`src/rtl/hazard_ctrl_if.sv`:
```
// hazard_ctrl_if
//   Bundles the pipeline-status inputs and control outputs of the hazard
//   controller. The clock and reset are not part of the bundle.
//   master : the pipeline side; drives the status inputs, receives controls.
//   slave  : the hazard controller; reads the status, drives the controls.
//   Signals:
//     i_id_ex_MemRead, i_id_ex_Rd             - load in EX and its destination
//     i_if_id_Rs1/Rs2, i_if_id_use_rs1/rs2    - ID sources and whether they are read
//     i_ex_branch_taken                       - taken branch/jump resolved in EX
//     i_dmem_req, i_dmem_ready                - MEM access pending / completed
//     o_pc_write, o_if_id_write               - PC and IF/ID load enables
//     o_id_ex_bubble, o_if_id_flush           - NOP into ID/EX, clear IF/ID
//     o_pipe_hold                             - freeze ID/EX, EX/MEM, MEM/WB
//     o_mem_err                               - one-cycle data-memory timeout pulse
//     o_stall_cnt                             - saturating count of PC-frozen cycles
interface hazard_ctrl_if;
  logic        i_id_ex_MemRead;
  logic [4:0]  i_id_ex_Rd;
  logic [4:0]  i_if_id_Rs1;
  logic [4:0]  i_if_id_Rs2;
  logic        i_if_id_use_rs1;
  logic        i_if_id_use_rs2;
  logic        i_ex_branch_taken;
  logic        i_dmem_req;
  logic        i_dmem_ready;
  logic        o_pc_write;
  logic        o_if_id_write;
  logic        o_id_ex_bubble;
  logic        o_if_id_flush;
  logic        o_pipe_hold;
  logic        o_mem_err;
  logic [15:0] o_stall_cnt;

  modport master (
    output i_id_ex_MemRead, i_id_ex_Rd, i_if_id_Rs1, i_if_id_Rs2,
           i_if_id_use_rs1, i_if_id_use_rs2, i_ex_branch_taken,
           i_dmem_req, i_dmem_ready,
    input  o_pc_write, o_if_id_write, o_id_ex_bubble, o_if_id_flush,
           o_pipe_hold, o_mem_err, o_stall_cnt
  );

  modport slave (
    input  i_id_ex_MemRead, i_id_ex_Rd, i_if_id_Rs1, i_if_id_Rs2,
           i_if_id_use_rs1, i_if_id_use_rs2, i_ex_branch_taken,
           i_dmem_req, i_dmem_ready,
    output o_pc_write, o_if_id_write, o_id_ex_bubble, o_if_id_flush,
           o_pipe_hold, o_mem_err, o_stall_cnt
  );
endinterface

```
`src/rtl/hazard_ctrl.sv`:
```
// hazard_ctrl
//   Pipeline hazard controller: load-use stall, taken-branch flush and
//   data-memory wait with timeout, plus a saturating stall-cycle counter.
//   Parameters:
//     FLUSH_CYCLES (1..7) - cycles o_if_id_flush stays high after a taken branch
//     MEM_TIMEOUT  (2..15)- wait-counter value at which a memory wait is abandoned
//   Ports:
//     i_clk   - clock, rising edge
//     i_reset - asynchronous active-high reset; forces every output low
//     hz      - hazard_ctrl_if.slave bundle (status in, controls out)
module hazard_ctrl #(
  parameter int FLUSH_CYCLES = 2,
  parameter int MEM_TIMEOUT  = 15
) (
  input  logic          i_clk,
  input  logic          i_reset,
  hazard_ctrl_if.slave  hz
);

  typedef enum logic [1:0] {
    ST_RUN   = 2'd0,
    ST_FLUSH = 2'd1,
    ST_MEMW  = 2'd2
  } state_t;

  localparam logic [2:0] FLUSH_INIT  = 3'(FLUSH_CYCLES - 1);
  localparam logic [3:0] TIMEOUT_CNT = 4'(MEM_TIMEOUT);
  localparam bit         FLUSH_MULTI = (FLUSH_CYCLES > 1);

  state_t      state_q, state_d;
  logic [2:0]  flush_cnt_q, flush_cnt_d;
  logic [3:0]  wait_cnt_q, wait_cnt_d;
  logic [15:0] stall_cnt_q, stall_cnt_d;

  logic mem_wait;
  logic load_use;

  // Outcome of a RUN-state evaluation that ignores the mem-wait condition.
  // Shared by RUN (when no mem-wait) and by MEMW in the cycle ready rises.
  logic   run_pc_write, run_if_id_write, run_bubble, run_flush;
  state_t run_state;
  logic [2:0] run_flush_cnt;

  // Internal (un-gated) control outputs.
  logic pc_write, if_id_write, bubble, flush, hold, mem_err;

  assign mem_wait = hz.i_dmem_req & ~hz.i_dmem_ready;

  // Writes to x0 never create a dependency; unused sources are ignored.
  assign load_use = hz.i_id_ex_MemRead && (hz.i_id_ex_Rd != 5'd0) &&
                    ((hz.i_if_id_use_rs1 && (hz.i_id_ex_Rd == hz.i_if_id_Rs1)) ||
                     (hz.i_if_id_use_rs2 && (hz.i_id_ex_Rd == hz.i_if_id_Rs2)));

  always_comb begin
    run_pc_write    = 1'b1;
    run_if_id_write = 1'b1;
    run_bubble      = 1'b0;
    run_flush       = 1'b0;
    run_state       = ST_RUN;
    run_flush_cnt   = 3'd0;
    if (hz.i_ex_branch_taken) begin
      run_flush  = 1'b1;
      run_bubble = 1'b1;
      if (FLUSH_MULTI) begin
        run_state     = ST_FLUSH;
        run_flush_cnt = FLUSH_INIT;
      end
    end else if (load_use) begin
      run_pc_write    = 1'b0;
      run_if_id_write = 1'b0;
      run_bubble      = 1'b1;
    end
  end

  always_comb begin
    state_d     = state_q;
    flush_cnt_d = flush_cnt_q;
    wait_cnt_d  = wait_cnt_q;
    pc_write    = 1'b1;
    if_id_write = 1'b1;
    bubble      = 1'b0;
    flush       = 1'b0;
    hold        = 1'b0;
    mem_err     = 1'b0;

    unique case (state_q)
      ST_RUN, ST_FLUSH: begin
        if (mem_wait) begin
          // Entering a memory wait discards any remaining flush count.
          pc_write    = 1'b0;
          if_id_write = 1'b0;
          hold        = 1'b1;
          state_d     = ST_MEMW;
          wait_cnt_d  = 4'd1;
          flush_cnt_d = 3'd0;
        end else if (state_q == ST_RUN) begin
          pc_write    = run_pc_write;
          if_id_write = run_if_id_write;
          bubble      = run_bubble;
          flush       = run_flush;
          state_d     = run_state;
          flush_cnt_d = run_flush_cnt;
          wait_cnt_d  = 4'd0;
        end else begin
          flush = 1'b1;
          if (flush_cnt_q <= 3'd1) begin
            state_d     = ST_RUN;
            flush_cnt_d = 3'd0;
          end else begin
            flush_cnt_d = flush_cnt_q - 3'd1;
          end
        end
      end
      ST_MEMW: begin
        if (hz.i_dmem_ready) begin
          pc_write    = run_pc_write;
          if_id_write = run_if_id_write;
          bubble      = run_bubble;
          flush       = run_flush;
          state_d     = run_state;
          flush_cnt_d = run_flush_cnt;
          wait_cnt_d  = 4'd0;
        end else if (wait_cnt_q == TIMEOUT_CNT) begin
          // Give up: report once and let the pipeline run again.
          mem_err    = 1'b1;
          state_d    = ST_RUN;
          wait_cnt_d = 4'd0;
        end else begin
          pc_write    = 1'b0;
          if_id_write = 1'b0;
          hold        = 1'b1;
          wait_cnt_d  = wait_cnt_q + 4'd1;
        end
      end
      default: begin
        state_d     = ST_RUN;
        flush_cnt_d = 3'd0;
        wait_cnt_d  = 4'd0;
      end
    endcase

    stall_cnt_d = stall_cnt_q;
    if (!pc_write && (stall_cnt_q != 16'hFFFF)) begin
      stall_cnt_d = stall_cnt_q + 16'd1;
    end
  end

  always_ff @(posedge i_clk or posedge i_reset) begin
    if (i_reset) begin
      state_q     <= ST_RUN;
      flush_cnt_q <= 3'd0;
      wait_cnt_q  <= 4'd0;
      stall_cnt_q <= 16'd0;
    end else begin
      state_q     <= state_d;
      flush_cnt_q <= flush_cnt_d;
      wait_cnt_q  <= wait_cnt_d;
      stall_cnt_q <= stall_cnt_d;
    end
  end

  // Controls are combinational, so reset has to mask them directly to take
  // effect without waiting for a clock edge.
  assign hz.o_pc_write     = pc_write    & ~i_reset;
  assign hz.o_if_id_write  = if_id_write & ~i_reset;
  assign hz.o_id_ex_bubble = bubble      & ~i_reset;
  assign hz.o_if_id_flush  = flush       & ~i_reset;
  assign hz.o_pipe_hold    = hold        & ~i_reset;
  assign hz.o_mem_err      = mem_err     & ~i_reset;
  assign hz.o_stall_cnt    = stall_cnt_q;

endmodule

```
`src/flat_wrapper.sv`:
```
// flat-port wrapper written by rule: the top's interface ports become plain ports
module hazard_ctrl_flat 
#(
  parameter int FLUSH_CYCLES = 2,
  parameter int MEM_TIMEOUT  = 15
)
  (i_clk, i_reset, hz_i_id_ex_MemRead, hz_i_id_ex_Rd, hz_i_if_id_Rs1, hz_i_if_id_Rs2, hz_i_if_id_use_rs1, hz_i_if_id_use_rs2, hz_i_ex_branch_taken, hz_i_dmem_req, hz_i_dmem_ready, hz_o_pc_write, hz_o_if_id_write, hz_o_id_ex_bubble, hz_o_if_id_flush, hz_o_pipe_hold, hz_o_mem_err, hz_o_stall_cnt);
  hazard_ctrl_if hz_i ();
  input  logic i_clk;
  input  logic i_reset;
  input wire logic [$bits(hz_i.i_id_ex_MemRead)-1:0] hz_i_id_ex_MemRead;
  input wire logic [$bits(hz_i.i_id_ex_Rd)-1:0] hz_i_id_ex_Rd;
  input wire logic [$bits(hz_i.i_if_id_Rs1)-1:0] hz_i_if_id_Rs1;
  input wire logic [$bits(hz_i.i_if_id_Rs2)-1:0] hz_i_if_id_Rs2;
  input wire logic [$bits(hz_i.i_if_id_use_rs1)-1:0] hz_i_if_id_use_rs1;
  input wire logic [$bits(hz_i.i_if_id_use_rs2)-1:0] hz_i_if_id_use_rs2;
  input wire logic [$bits(hz_i.i_ex_branch_taken)-1:0] hz_i_ex_branch_taken;
  input wire logic [$bits(hz_i.i_dmem_req)-1:0] hz_i_dmem_req;
  input wire logic [$bits(hz_i.i_dmem_ready)-1:0] hz_i_dmem_ready;
  output wire logic [$bits(hz_i.o_pc_write)-1:0] hz_o_pc_write;
  output wire logic [$bits(hz_i.o_if_id_write)-1:0] hz_o_if_id_write;
  output wire logic [$bits(hz_i.o_id_ex_bubble)-1:0] hz_o_id_ex_bubble;
  output wire logic [$bits(hz_i.o_if_id_flush)-1:0] hz_o_if_id_flush;
  output wire logic [$bits(hz_i.o_pipe_hold)-1:0] hz_o_pipe_hold;
  output wire logic [$bits(hz_i.o_mem_err)-1:0] hz_o_mem_err;
  output wire logic [$bits(hz_i.o_stall_cnt)-1:0] hz_o_stall_cnt;
  assign hz_i.i_id_ex_MemRead = hz_i_id_ex_MemRead;
  assign hz_i.i_id_ex_Rd = hz_i_id_ex_Rd;
  assign hz_i.i_if_id_Rs1 = hz_i_if_id_Rs1;
  assign hz_i.i_if_id_Rs2 = hz_i_if_id_Rs2;
  assign hz_i.i_if_id_use_rs1 = hz_i_if_id_use_rs1;
  assign hz_i.i_if_id_use_rs2 = hz_i_if_id_use_rs2;
  assign hz_i.i_ex_branch_taken = hz_i_ex_branch_taken;
  assign hz_i.i_dmem_req = hz_i_dmem_req;
  assign hz_i.i_dmem_ready = hz_i_dmem_ready;
  assign hz_o_pc_write = hz_i.o_pc_write;
  assign hz_o_if_id_write = hz_i.o_if_id_write;
  assign hz_o_id_ex_bubble = hz_i.o_id_ex_bubble;
  assign hz_o_if_id_flush = hz_i.o_if_id_flush;
  assign hz_o_pipe_hold = hz_i.o_pipe_hold;
  assign hz_o_mem_err = hz_i.o_mem_err;
  assign hz_o_stall_cnt = hz_i.o_stall_cnt;
  hazard_ctrl #(.FLUSH_CYCLES(FLUSH_CYCLES), .MEM_TIMEOUT(MEM_TIMEOUT)) u_core (.i_clk(i_clk), .i_reset(i_reset), .hz(hz_i));
endmodule
```
`config.mk`:
```
export PLATFORM = sky130hd
export DESIGN_NAME = hazard_ctrl_flat
export DESIGN_NICKNAME = d
export VERILOG_FILES = /design/src/rtl/hazard_ctrl_if.sv /design/src/rtl/hazard_ctrl.sv /design/src/flat_wrapper.sv
export SDC_FILE = /design/constraint.sdc
export NUM_CORES = 1
export LEC_CHECK = 0
export BUFFER_PORTS_ARGS = -buffer_cell sky130_fd_sc_hd__buf_2
export CAP_MARGIN = 20
export CORE_UTILIZATION = 45
export DETAILED_ROUTE_END_ITERATION = 10
export PLACE_DENSITY = 0.81
export SYNTH_ARGS = -nofsm -noshare
export SYNTH_HDL_FRONTEND = slang
export SYNTH_SLANG_ARGS = --single-unit
```
`constraint.sdc`:
```
create_clock -name i_clk -period 2.45 [get_ports i_clk]
set_input_delay 0.1225 -clock i_clk [delete_from_list [all_inputs] [get_ports i_clk]]
set_output_delay 0.1225 -clock i_clk [all_outputs]
set_load 0.03 [all_outputs]
```
Word-level counts from Yosys, hierarchy flattened
Cells that the tools add are included.
Storage, ports and cells
  flip-flop bits (word level): 25
  input bits: 23
  output and inout port bits: 22
  logic and storage cells: 79
Cells by class
  add/subtract/negate cells: 3
  magnitude comparators: 1
  equality and inequality tests: 10
  multiplexer cells: 42
  bitwise gates (word level): 8
  reductions and logical operators: 11
Operator list (number)
  $mux W1: 22
  $add A16 B1 Y16 const B: 1
  $mux W4: 4
  $ne A16 B16 Y1 const B: 1
  $mux W3: 4
  $eq A5 B5 Y1: 2
  $mux W2: 5
  $pmux W1 S2: 4
  $pmux W4 S2: 1
  $and A1 B1 Y1: 6
  $pmux W3 S2: 1
  $logic_and A1 B1 Y1: 5
  $reduce_bool A5 Y1: 1
  $add A4 B1 Y4 const B: 1
  $eq A4 B4 Y1 const B: 1
  $ne A4 B1 Y1 const B: 1
  $pmux W2 S2: 1
  $le A3 B1 Y1 const B: 1
  $ne A3 B1 Y1 const B: 1
  $ne A3 B2 Y1 const B: 1
  $sub A3 B1 Y3 const B: 1
  $eq A2 B1 Y1 const B: 1
  $eq A2 B2 Y1 const B: 1
  $logic_not A2 Y1: 1
  6 further kinds: 7

Logic depth before layout (Yosys ltp)
  depth in word-level cells: 11
  gate-level depth with buffers: 7
  mapped depth without buffers: 6

Worst setup path after synthesis
No wires, ideal clock.
  path kind: register to output
  start: register u_core.state_q[1]
  end: output port hz_o_pc_write
  arrival: 1.952 ns
  required time: 2.328 ns
  setup slack: 0.375 ns
  cell stages (with the launch flop): 8
  buffers on the path: 2
  cell sequence: dfrtp_1 or3b_1 a31oi_1 nor2b_1 o31ai_4 buf_6 nor2_1 buf_4
On the way
  longest elaborated chain between the ends: 5
  elaborated cells on any way between the ends: 8
  those cells by class: eq/ne: 2; mux: 3; bitwise: 1; reduce/logical: 2
Ends and longest elaborated chain
  start, declared: line hazard_ctrl.sv:30  | state_t state_q, state_d;
  start signal, assigned: line hazard_ctrl.sv:155  | state_q <= state_d;
  $logic_not A2 Y1
  $mux W1 (2 in a row)
  $pmux W1 S2 *
  $and A1 B1 Y1 *
  end, declared: line flat_wrapper.sv:20  | output wire logic [$bits(hz_i.o_pc_write)-1:0] hz_o_pc_write;
Every way passes the cells marked *; elsewhere a longest branch is shown, timed or not.

Worst setup path after layout
  start: register u_core.state_q[0]
  end: output port hz_o_if_id_write
On the way
  longest elaborated chain between the ends: 5
  elaborated cells on any way between the ends: 8
  those cells by class: eq/ne: 2; mux: 3; bitwise: 1; reduce/logical: 2
Ends and longest elaborated chain
  $logic_not A2 Y1: line hazard_ctrl.sv:86, hazard_ctrl.sv:96
  $mux W1: line hazard_ctrl.sv:96  | end else if (state_q == ST_RUN) begin
  $mux W1: line hazard_ctrl.sv:88  | if (mem_wait) begin
  $pmux W1 S2 *: line hazard_ctrl.sv:86  | unique case (state_q)
  $and A1 B1 Y1 *: line hazard_ctrl.sv:165  | assign hz.o_if_id_write = if_id_write & ~i_reset;
  end, declared: line flat_wrapper.sv:21  | output wire logic [$bits(hz_i.o_if_id_write)-1:0] hz_o_if_id_write;
Marks and branches as above.

==> flow_metrics.py <==
metrics = {
    "outcome": {
        "status": "complete, no violations",
    },
    "timing": {
        "fmax_ghz": 0.442,
        "rsz0062_at_grt": "no",
        "drv_slew": 0,
        "tightestPinTransition_ps": 660,
        "period_needed_ps": 2260,
        "setup-tns-final_ps": 0,
        "finClkSkew_ps": 14.8,
        "finalCritPeriodShare": 0.923,
        "layout_setup_ws_ps": 189,
        "finalSetupViolations": 0,
        "slew_headroom": 0.560,
        "finalHoldViolations": 0,
    },
    "synthesis": {
        "synth_warnings": 0,
        "syn_area_um2": 1460,
        "synth_cells": 150,
        "syn_avg_cell_area_um2": 9.76,
        "seq_area_frac_synth": 0.427,
        "syn_nets": 177,
        "synthDistinctLibCells": 38,
        "ys_ff_latch": 25,
    },
    "placement": {
        "dp_slack_ps": 334,
        "place_congestion": 0.872,
        "dpl.hpwl_um": 2470,
        "port_buffers": 44,
    },
    "route": {
        "first_iter_violations": 73,
        "ant_nets": 0,
        "num_vias": 1290,
        "firstDrtPassIters": 4,
        "drcViolationCount": 0,
        "routed_wl_um": 3130,
        "routed_via_density": 5.33,
        "wl_per_cell_um": 13.0,
    },
    "clock_network": {
        "root_buffer": "clkbuf_4",
        "post_cts_resize_count": 0,
        "clk_path_buf_depth": 2,
        "path_clk_slew_ps": 130,
        "clock_latency_ps": 330,
        "cts_setup_buffers": 0,
        "cts_tree": "done",
        "h-tree-depth": 1,
        "numClockSinks": 25,
        "cts_buffers": 3,
        "hold_buffers": 1,
    },
    "power": {
        "worst_ir_drop_vdd_mv": 0.340,
        "power_leakage_nw": 0.864,
        "p_per_area_nw_per_um2": 627,
    },
    "grt": {
        "grt_pass1_vias": 1194,
        "grt-ovfl-total": 0,
        "antenna_found_initial": 0,
        "grt_pass1_wl_um": 5270,
        "grt_usage": 0.200,
        "grt_max_degree": 27,
    },
    "critical_path": {
        "cp.depth": 6,
        "arrival_ps": 2140,
        "max_stage_delay_ps": 450,
        "slowest_stage": "dfrtp_1",
        "endpoint_kind": "output port",
        "path_delay_family": "simple AND/OR/NAND/NOR gates",
        "r2r_cells": 6,
        "crit_buf_inv": 1,
        "path_max_fanout": 16,
        "cp.required_ps": 2330,
        "path_cells": "or3b_1, a31oi_1, nor2b_1, o31ai_4, nor2_1, buf_2",
        "path_class": "flop to output port",
        "cp-start-kind": "flop",
    },
    "die": {
        "start_util": 0.476,
        "rows": 20,
        "die-area_um2": 3490,
        "core_area_um2": 3080,
        "io_pins": 45,
        "die-width_um": 59.0,
        "die_h_um": 59.0,
    },
    "final_layout": {
        "nets": 226,
        "drive_gt1_frac": 0.268,
        "fillerInstances": 273,
        "area_growth_syn_to_layout_pct": 20.9,
        "seqCellArea_um2": 626,
        "multi_input_area_um2": 788,
        "antennaDiodeCount": 0,
    },
    "worst_hold_path": {
        "min_delay_path_depth": 3,
        "hold_path_class": "input port to flop",
    },
    "job": {
        "drv_cap": 0,
    },
}
[power by group]
| part | internal, mW | leakage (nW) | switching, mW |
|---|---|---|---|
| logic | 0.141 | 0.515 | 0.248 |
| registers | 0.471 | 0.335 | 0.0614 |
| clock network | 0.0624 | 0.0139 | 0.127 |
[cell usage after synthesis (all sizes together)]
cell type,n,share of area
and2,4,0.017
inv,7,0.018
nand2,12,0.032
nor2b,2,0.0085
a31oi,2,0.0085
nand3b,1,0.0051
nand3,7,0.024
mux2i,1,0.0068
nor4,3,0.017
ha,4,0.034
buf,3,0.016
and4,2,0.012
nand2b,2,0.0085
nand4,7,0.030
nor2,9,0.023
xnor2,18,0.11
o31a,1,0.0060
xor2,8,0.048
nand4b,1,0.0060
or3b,1,0.0060
o21ai,7,0.024
o22ai,2,0.0085
a32oi,1,0.0060
mux2,1,0.0077
nor3,3,0.010
dfrtp,25,0.43
or4,1,0.0051
o31ai,2,0.020
and3,8,0.034
a22o,2,0.012
a21oi,3,0.010
[path summary, 6_finish.rpt]
path,start,endpoint,slack (ps)
max,u_core.state_q[0],hz_o_if_id_write,190
min,hz_i_dmem_req,u_core.wait_cnt_q[0],90
max reg2reg,u_core.state_q[0],u_core.hz.o_stall_cnt[1],380
min reg2reg,u_core.hz.o_stall_cnt[10],u_core.hz.o_stall_cnt[10],490
max in group asynchronous,i_reset,u_core.hz.o_stall_cnt[1],1780
min in group asynchronous,i_reset,u_core.flush_cnt_q[1],410
[sequential cells by signal (all words and copies together), names as in the netlist]
signal                 flops
u_core.state_q             2
u_core.wait_cnt_q          4
u_core.hz.o_stall_cnt     16
u_core.flush_cnt_q         3
[metal layers]
metal	up-vias	global-route usage	wire length (µm)
met5	-	0	0
met4	0	0.0510	4
met3	2	0.0415	157
met2	43	0.349	1560
met1	616	0.251	1420
li1	629	-	-
[cells in the final DEF, fill, tap and decap left out, types with 3 or more instances in the layout]
cell / netlist / final
xor2_1: 8 / 8
nor2_1: 9 / 9
nand2_1: 11 / 11
and3_1: 8 / 8
nor3_1: 3 / 3
xnor2_1: 18 / 18
ha_1: 4 / 4
a21oi_1: 3 / 3
buf_2: 1 / 44
inv_1: 7 / 7
o21ai_0: 6 / 6
nand3_1: 7 / 7
clkbuf_4: 0 / 3
and2_1: 3 / 3
nand4_1: 7 / 7
dfrtp_1: 25 / 25
[final cells by class]
cell class	instances	share of cell area
Clock buffer	3	0.0127
Clock inverter	1	0.00424
Inverter	7	0.0148
Multi-Input combinational cell	115	0.445
Sequential cell	25	0.353
Tap cell	44	0.0311
Timing Repair Buffer	47	0.139
[worst min-delay path, stage by stage]
cell	delay, ps
buf_2	110
nand3_1	90
nand2_1	50
[stage by stage]
stage	hold WS [ps]	power [mW]	instance area [µm²]	util	std cells
6_report	86.3	1.11	1770	0.575	242
5_1_grt	88.9	1.18	1770	0.575	242
4_1_cts	75.1	1.12	1770	0.575	242
3_5_place_dp	236	0.929	1730	0.562	237
3_3_place_gp	238	0.920	1730	0.562	237
2_1_floorplan	158	0.809	1460	-	150
[cells by family after synthesis]
logic type      Yosys count  share of synthesized area
simple gates             63                      0.239
flops                    25                      0.427
mux                       2                     0.0145
xor+xnor                 26                      0.156
compound gates           20                     0.0949
buf+inv                  10                     0.0342
fa+ha+maj                 4                     0.0342
(Power assumes the default switching activity.)
